$ cat src/rtl/srio_nwr_gen.sv
// SRIO NWRITE stream generator.
// Emits one fixed-size NWRITE packet per start request, with a one-deep
// pending start and a saturating count of dropped starts.
// Optional build macro: SRIO_NWR_GEN_PRBS_EN selects a PRBS-31 payload
// (x^31 + x^28 + 1); the counter payload is used when it is undefined.
module srio_nwr_gen #(
    parameter int unsigned DATA_W = 64,
    parameter int unsigned ADDR_W = 34
) (
    input  logic                 log_clk,
    input  logic                 log_rst_n,
    input  logic                 nwr_ready_in,
    input  logic [8:0]           cfg_tsize_in,
    input  logic [ADDR_W-1:0]    cfg_base_addr_in,
    input  logic                 user_tready_in,
    output logic [ADDR_W-1:0]    user_addr_o,
    output logic [19:0]          user_tsize_o,
    output logic [DATA_W-1:0]    user_tdata_o,
    output logic [DATA_W/8-1:0]  user_tkeep_o,
    output logic                 user_tfirst_o,
    output logic                 user_tvalid_o,
    output logic                 user_tlast_o,
    output logic                 nwr_busy_o,
    output logic                 nwr_done_o,
    output logic [15:0]          drop_cnt_o
);

    localparam int unsigned KEEP_W = DATA_W / 8;
    localparam int unsigned KB     = $clog2(KEEP_W);
    localparam int unsigned LANES  = DATA_W / 32;

    typedef enum logic [1:0] {StIdle, StLoad, StSend, StDone} state_e;

    state_e            state_q, state_d;
    logic              pending_q, pending_d;
    logic [15:0]       drop_cnt_q, drop_cnt_d;
    logic [15:0]       pkt_seq_q, pkt_seq_d;
    logic [ADDR_W-1:0] addr_q, addr_d;
    logic              addr_init_q, addr_init_d;
    logic [8:0]        bytes_q, bytes_d;
    logic [15:0]       beat_q, beat_d;

    logic              accept;
    logic [8:0]        bytes_m1;
    logic [15:0]       last_beat;
    logic              is_last;
    logic [KB-1:0]     rem;
    logic [DATA_W-1:0] tdata_pat;

    assign accept    = (state_q == StSend) && user_tready_in;
    assign bytes_m1  = bytes_q - 9'd1;
    assign last_beat = 16'(bytes_m1 >> KB);
    assign is_last   = (beat_q == last_beat);
    assign rem       = bytes_q[KB-1:0];

`ifdef SRIO_NWR_GEN_PRBS_EN
    logic [30:0]       prbs_q, prbs_d;
    logic [DATA_W-1:0] prbs_bits;

    // Unroll DATA_W LFSR steps; bit i of the beat is the i-th generated bit.
    always_comb begin
        logic [30:0] s;
        s         = prbs_q;
        prbs_bits = '0;
        for (int i = 0; i < int'(DATA_W); i++) begin
            prbs_bits[i] = s[30] ^ s[27];
            s            = {s[29:0], s[30] ^ s[27]};
        end
        prbs_d = accept ? s : prbs_q;
    end

    // PRBS state register, advances only on accepted beats.
    always_ff @(posedge log_clk or negedge log_rst_n) begin
        if (!log_rst_n) prbs_q <= 31'h7FFF_FFFF;
        else            prbs_q <= prbs_d;
    end

    assign tdata_pat = prbs_bits;
`else
    assign tdata_pat = {LANES{pkt_seq_q, beat_q}};
`endif

    // Next-state logic for the packet FSM and its bookkeeping registers.
    always_comb begin
        state_d     = state_q;
        pending_d   = pending_q;
        drop_cnt_d  = drop_cnt_q;
        pkt_seq_d   = pkt_seq_q;
        addr_d      = addr_q;
        addr_init_d = 1'b1;
        bytes_d     = bytes_q;
        beat_d      = beat_q;

        // First clock out of reset picks up the configured base address.
        if (!addr_init_q) addr_d = cfg_base_addr_in;

        unique case (state_q)
            StIdle: begin
                if (pending_q || nwr_ready_in) begin
                    state_d   = StLoad;
                    // A fresh start arriving while a pending one is consumed takes its place.
                    pending_d = pending_q && nwr_ready_in;
                end
            end
            StLoad: begin
                bytes_d = (cfg_tsize_in == 9'd0 || cfg_tsize_in > 9'd256) ? 9'd256 : cfg_tsize_in;
                beat_d  = 16'd0;
                state_d = StSend;
            end
            StSend: begin
                if (accept) begin
                    if (is_last) state_d = StDone;
                    else         beat_d  = beat_q + 16'd1;
                end
            end
            StDone: begin
                state_d   = StIdle;
                addr_d    = addr_q + ADDR_W'(bytes_q);
                pkt_seq_d = pkt_seq_q + 16'd1;
            end
            default: state_d = StIdle;
        endcase

        // Starts while busy (including the DONE cycle) queue once, then count as drops.
        if (state_q != StIdle && nwr_ready_in) begin
            if (!pending_q)                    pending_d  = 1'b1;
            else if (drop_cnt_q != 16'hFFFF)   drop_cnt_d = drop_cnt_q + 16'd1;
        end
    end

    // State and bookkeeping registers.
    always_ff @(posedge log_clk or negedge log_rst_n) begin
        if (!log_rst_n) begin
            state_q     <= StIdle;
            pending_q   <= 1'b0;
            drop_cnt_q  <= 16'd0;
            pkt_seq_q   <= 16'd0;
            addr_q      <= '0;
            addr_init_q <= 1'b0;
            bytes_q     <= 9'd0;
            beat_q      <= 16'd0;
        end else begin
            state_q     <= state_d;
            pending_q   <= pending_d;
            drop_cnt_q  <= drop_cnt_d;
            pkt_seq_q   <= pkt_seq_d;
            addr_q      <= addr_d;
            addr_init_q <= addr_init_d;
            bytes_q     <= bytes_d;
            beat_q      <= beat_d;
        end
    end

    // Stream and status outputs decoded from registered state only.
    always_comb begin
        user_addr_o   = '0;
        user_tsize_o  = 20'd0;
        user_tdata_o  = '0;
        user_tkeep_o  = '0;
        user_tfirst_o = 1'b0;
        user_tvalid_o = 1'b0;
        user_tlast_o  = 1'b0;
        if (state_q == StSend) begin
            user_addr_o   = addr_q;
            user_tsize_o  = 20'(bytes_m1);
            user_tdata_o  = tdata_pat;
            user_tfirst_o = (beat_q == 16'd0);
            user_tvalid_o = 1'b1;
            user_tlast_o  = is_last;
            if (is_last && rem != '0) user_tkeep_o = (KEEP_W'(1) << rem) - KEEP_W'(1);
            else                      user_tkeep_o = '1;
        end
        nwr_busy_o = (state_q != StIdle);
        nwr_done_o = (state_q == StDone);
        drop_cnt_o = drop_cnt_q;
    end

endmodule

$ cat config.mk
export PLATFORM = sky130hd
export DESIGN_NAME = srio_nwr_gen
export DESIGN_NICKNAME = d
export VERILOG_FILES = /design/src/rtl/srio_nwr_gen.sv
export SDC_FILE = /design/constraint.sdc
export NUM_CORES = 1
export LEC_CHECK = 0
export ABC_AREA = 0
export CAP_MARGIN = 20
export CORE_MARGIN = 2
export CORE_UTILIZATION = 30
export DETAILED_ROUTE_END_ITERATION = 16
export REMOVE_ABC_BUFFERS = 1
export SYNTH_ARGS = -nofsm -noshare
export SYNTH_HDL_FRONTEND = slang
export SYNTH_SLANG_ARGS = --single-unit
$ cat constraint.sdc
create_clock -name log_clk -period 8.3 [get_ports log_clk]
set_clock_uncertainty 0.15 [all_clocks]
set_input_delay 0.83 -clock log_clk [delete_from_list [all_inputs] [get_ports log_clk]]
set_output_delay 0.83 -clock log_clk [all_outputs]
set_load 0.01 [all_outputs]
==> flow_summary.toml, run 1 <==
[outcome]
outcome = "complete, no violations"

[timing]
rsz0062_at_grt = "false"
worst_pin_slew_ns = 1.05
slew_violations = 0
max_freq_ghz = 0.214
timing.final.crit_share_pct = 56.3
finalWorstPathRequiredPeriod_ns = 4.67
setup_slack_ns = 3.63
fin_setup_tns_ns = 0
setup_viol = 0
finalHoldViolations = 0
holdWs_ns = 0.258
relSlewSlack_pct = 29.6

[clock_network]
cts_hold_buf = 0
cts_tree = "done"
cts_sinks = 95
cts_buffer_depth = 2
clock_latency_ns = 0.35
numCtsBuffers = 9
cts.repair.resized = 0
clk_pin_slew_ns = 0.07
cts_setup_buffers = 0
clk_root_buffer_cell = "clkbuf_16"
htreeDepth = 3

[place]
place.gp.congestion = 0.779
dpl.hpwl_um = 13500
placed_cells = 1153
placed_area_mm2 = 0.00843
pre_cts_slack_ns = 4.00
port_buffers = 182

[layout]
diodes = 0
drive_gt1_share_pct = 5.39
area.growth.synth_to_final_pct = 30.2
fillers = 2255
final_area_mm2 = 0.00874
instances_no_fill = 1170
fin_nets = 957
post-route-util_pct = 39.9

[synth]
syn_area_mm2 = 0.00671
synth_seq_cells = 95
yosysWarnings = 0
synthCells = 759
yosys.area.top_type = "dfrtp_1"
synthTopCellsByArea = "dfrtp_1, and2_1, xnor2_1, buf_4, ha_1"
syn_area_per_cell_um2 = 8.84
netlist.area_leader.share_pct = 35.4
yosysSeqAreaShare_pct = 35.4
yosys.cell_types.count = 78
synthArstFlopShare_pct = 100
synth_edf_count = 0
synth_ff_type = "dfrtp_1"

[pwr]
power_mw = 2.94
powerDensity_mw_per_mm2 = 336
p_leak_nw = 3.46
vdd_drop_max_mv = 0.171

[floorplan]
core-area_mm2 = 0.0219
die_area_mm2 = 0.0236
placement_rows = 54
start_util_pct = 30.7
die_width_um = 154
pin_count = 194
fp.dieH_um = 154

[setup_path]
cp-end-kind = "primary output"
path_cells = "inv_1 -> ha_1 -> or3b_2 -> xnor2_1 -> or4_1 -> a211o_1 -> nor3_4 -> and2_2 -> clkdlybuf4s50_1"
cpPeakStageDelay_ns = 0.54
critPathBufInv = 2
r2r-end = "addr_q[18]"
rr_startpoint = "bytes_q[0]"
r2r_cells = 9
crit_type = "reg2out"
cp_slowest_cell = "dfrtp_1"
critPathLaunchType = "flop"
reg2reg_slack_ns = 5.01
cp_max_fo = 10
crit_arrival_ns = 3.69
cp_top_family = "simple AND/OR/NAND/NOR gates"
required_ns = 7.32

[min_path]
worstHoldPathType = "in2async"

[global_route]
met1_usage_pct = 20.1
grt_pass1_wl_um = 30100
top_usage_layer = "met2"
grt_start_max_net_pins = 78
globalRouteMet3Util_pct = 3.64
grt_use_met2_pct = 26.4
antenna_found_initial = 0
track_usage_pct = 15.7
grt_pass1_vias = 5700
gr-total-overflow = 0

[routing]
via_count = 5893
drtIter0Drc = 226
routed_wl_um = 18300
wl_per_cell_um = 15.6
drc = 0
viasPerCell = 5.04
final_antenna_net_count = 0
dr.pass1.iters = 4

[flow_run]
maxCapViolCount = 0
registers in the layout (all words and copies together), names as in the netlist:
register	flops
addr_q	34
beat_q	16
drop_cnt_o	16
pkt_seq_q	16
bytes_q	9
state_q	2
addr_init_q	1
pending_q	1
power by group:
group / total [mW] / leakage [nW] / switching, mW / internal (mW)
combinational: 1.71 / 2.11 / 0.887 / 0.821
clock: 0.434 / 0.149 / 0.191 / 0.243
sequential: 0.797 / 1.20 / 0.196 / 0.601
total: 2.94 / 3.46 / 1.27 / 1.67
final cells by class:
type	count	area (µm²)	area share, %
multi-input combinational	577	3800	43.5
sequential	95	2380	27.2
timing repair buffer	186	1850	21.2
tap	280	350	4.01
clock buffer	10	239	2.73
clock inverter	6	65.1	0.745
inverter	16	60.1	0.687
cell usage after synthesis (3+ instances only):
cell and count:
nand2_1 76, o22ai_1 5, nor2b_1 7, a31oi_1 6, inv_1 15, nand4_1 11
a221o_1 3, o21a_1 4, o211ai_1 4, o2bb2ai_1 3, xor2_1 13, buf_4 45
ha_1 24, a22o_1 4, nor3b_1 3, nand2b_1 5, o21ai_0 29, nor3_1 16
dfrtp_1 95, mux2i_1 16, and2_1 72, clkbuf_1 28, buf_6 3, nand3_1 17
a21o_1 5, xnor2_1 41, o22a_1 3, a21oi_1 18, nor4_1 7, and4_1 9
or2_2 4, a311oi_1 15, nor2_1 66, and3_1 14, a211oi_1 20
per-layer routing:
metal | wire, µm | vias up
met1 | 8260 | 2854
met5 | 0 | -
met2 | 8790 | 145
li1 | - | 2881
met3 | 1020 | 13
met4 | 201 | 0
worst max-delay path by stage:
stage	from	to	slack, ns	depth (start not counted)
global route	bytes_q[1]	user_tlast_o	3.41	9
global placement	bytes_q[1]	user_tlast_o	4.06	9
CTS	bytes_q[1]	user_tlast_o	3.61	9
finish	bytes_q[0]	user_tlast_o	3.63	9
floorplan	state_q[0]	user_tdata_o[0]	4.63	4
detailed placement	bytes_q[0]	user_tlast_o	4.00	9
cell families after synthesis:
logic type      count (synthesis)  share of synthesized area, %
simple gates                  326                          25.9
compound gates                140                          15.0
buf+inv                        97                          8.63
flops                          95                          35.4
xor+xnor                       55                          7.29
fa+ha+maj                      25                          4.77
mux                            19                          2.89
other cells                     2                         0.112
worst register-to-register path, cell delays in order (launching register included):
cell      delay, ns
dfrtp_1        0.62
ha_1           0.28
fa_1           0.21
a21o_1         0.14
a21oi_1        0.10
o21bai_1       0.28
nand2_1        0.09
o31ai_1        0.88
a211oi_1       0.17
a311oi_1       0.28
placed cells by master, fill, tap and decap left out, drive strengths merged, types with 20 or more instances in the layout:
cell             n
nand2           76
nor2            67
xnor2           42
and2            74
clkdlybuf4s50  181
o21ai           29
ha              24
dfrtp           95
a211oi          20
Power figures use the tool's default switching activity.
==> run 2, diff against run 1 <==
==> constraint.sdc (replaced) <==
create_clock -name log_clk -period 4.2 [get_ports log_clk]
set_clock_uncertainty 0.15 [all_clocks]
set_input_delay 0.42 -clock log_clk [delete_from_list [all_inputs] [get_ports log_clk]]
set_output_delay 0.42 -clock log_clk [all_outputs]
set_load 0.01 [all_outputs]
==> run 2 against run 1 <==
  * Flip-flop and latch count did not move
  * Register-to-register slack lost 3.8 ns
  * Routed wire length rose by 1.3%
  * Via count shrank 1.2%
  * Critical path type unchanged
==> flow_summary.toml, run 2 (synthesis results as in run 1) <==
[outcome]
outcome = "complete, no violations"

[timing]
finalHoldViolations = 0
slew_violations = 0
setup_slack_ns = 0.239
worst_pin_slew_ns = 0.906
setup_viol = 0
timing.final.crit_share_pct = 94.3
rsz0062_at_grt = "false"
relSlewSlack_pct = 39.5
fin_setup_tns_ns = 0
finalWorstPathRequiredPeriod_ns = 3.96
max_freq_ghz = 0.252

[clock_network]
clock_latency_ns = 0.35
clk_pin_slew_ns = 0.07
numCtsBuffers = 9
cts_tree = "done"
clk_root_buffer_cell = "clkbuf_16"
cts_sinks = 95
htreeDepth = 3
cts_buffer_depth = 2

[setup_path]
cp_slowest_cell = "clkdlybuf4s50_1"
crit_arrival_ns = 3.39
path_cells = "inv_1 -> ha_1 -> or3b_2 -> xnor2_1 -> or4_1 -> a211o_1 -> nor3_4 -> buf_12 -> and2_2 -> clkdlybuf4s50_1"
cp_max_fo = 10
required_ns = 3.63
cpPeakStageDelay_ns = 0.53
critPathLaunchType = "flop"
crit_type = "reg2out"
critPathBufInv = 3
cp_top_family = "simple AND/OR/NAND/NOR gates"
cp-end-kind = "primary output"

[routing]
viasPerCell = 4.95
wl_per_cell_um = 15.7
wl_met3_um = 957
drtIter0Drc = 242
drc = 0
met1Wirelength_um = 8360
met2_length_um = 8940
final_antenna_net_count = 0
dr.pass1.iters = 4
routed_wl_um = 18500
dr.max_layer_used = "met4"
via_count = 5825

[pwr]
p_clk_share_pct = 14.5
intPower_mw = 3.33
switching_share_pct = 43.4
p_leak_nw = 3.49
powerDensity_mw_per_mm2 = 668
pwr-share-seq_pct = 26.0
power_frac_comb_pct = 59.5
power_mw = 5.88
vdd_drop_max_mv = 0.269
p_sw_mw = 2.55

[global_route]
track_usage_pct = 15.6
grt_pass1_vias = 5653
antenna_found_initial = 0
grt_start_max_net_pins = 78
grt_pass1_wl_um = 29800
gr-total-overflow = 0

[layout]
fillers = 2218
diodes = 0
area.growth.synth_to_final_pct = 31.2
multi_input_area_mm2 = 0.00380
largest-register = "addr_q"
register_area_mm2 = 0.00238
final_area_mm2 = 0.00880
layout_common_cells = "clkdlybuf4s50_1, dfrtp_1, nand2_1"
largest_reg_flops = 34
final_common_cell = "clkdlybuf4s50_1"
instances_no_fill = 1177
fin_nets = 964
drive_gt1_share_pct = 6.02

[place]
port_buffers = 182
place.gp.congestion = 0.799
pre_cts_slack_ns = 0.515
dpl.hpwl_um = 13800
placed_area_mm2 = 0.00846
placed_cells = 1158

[flow_run]
maxCapViolCount = 0

[floorplan]
pin_count = 194
core-area_mm2 = 0.0219
fp.dieH_um = 154
die_area_mm2 = 0.0236
placement_rows = 54
start_util_pct = 30.7
die_width_um = 154

[min_path]
worstHoldPathType = "reg2reg"
## run 2: power groups by stage
stage | Clock [mW] | Combinational (mW) | Sequential (mW)
after floorplan | 0 | 2.13 | 1.49
after global placement | 0 | 3.45 | 1.54
after detailed placement | 0 | 3.48 | 1.55
after CTS | 0.875 | 3.50 | 1.53
after global routing | 0.913 | 3.88 | 1.59
final | 0.851 | 3.50 | 1.53
## run 2: area by class of cell
cell class                      count  area share [%]
Timing Repair Buffer              193            21.7
Multi-Input combinational cell    577            43.2
Clock inverter                      6           0.768
Clock buffer                       10            2.60
Tap cell                          280            3.98
Sequential cell                    95            27.0
Inverter                           16           0.682
## run 2: per-layer routing
layer | vias to the layer above | global-route usage, %
met3 | 15 | 3.41
met4 | 0 | 4.89
met1 | 2785 | 20.6
met5 | - | 0
li1 | 2890 | -
met2 | 135 | 25.6
## run 2: final timing paths
check | startpoint | end | slack, ns | depth (start not counted)
min in group asynchronous | log_rst_n | addr_q[16] | 0.43 | 2
worst min register to register | pkt_seq_q[15] | pkt_seq_q[15] | 0.31 | 1
worst max-delay path | bytes_q[0] | user_tlast_o | 0.24 | 10
worst min-delay path | pkt_seq_q[15] | pkt_seq_q[15] | 0.31 | 1
max in group asynchronous | log_rst_n | beat_q[2] | 2.61 | 3
worst max register to register | bytes_q[0] | state_q[1] | 1.20 | 9
## run 2: timing repair
item	in CTS	in global routing
hold endpoints to repair	37	0
setup buffers	0	1
resized for setup	0	1
setup endpoints to repair	0	3
hold buffers	1	0
## run 2: stage by stage
step	util [%]	hold WS (ns)
6_report	40.2	0.312
5_1_grt	40.2	0.359
4_1_cts	40.1	0.319
3_5_place_dp	38.7	0.291
3_3_place_gp	38.7	0.289
2_1_floorplan	-	-0.0256
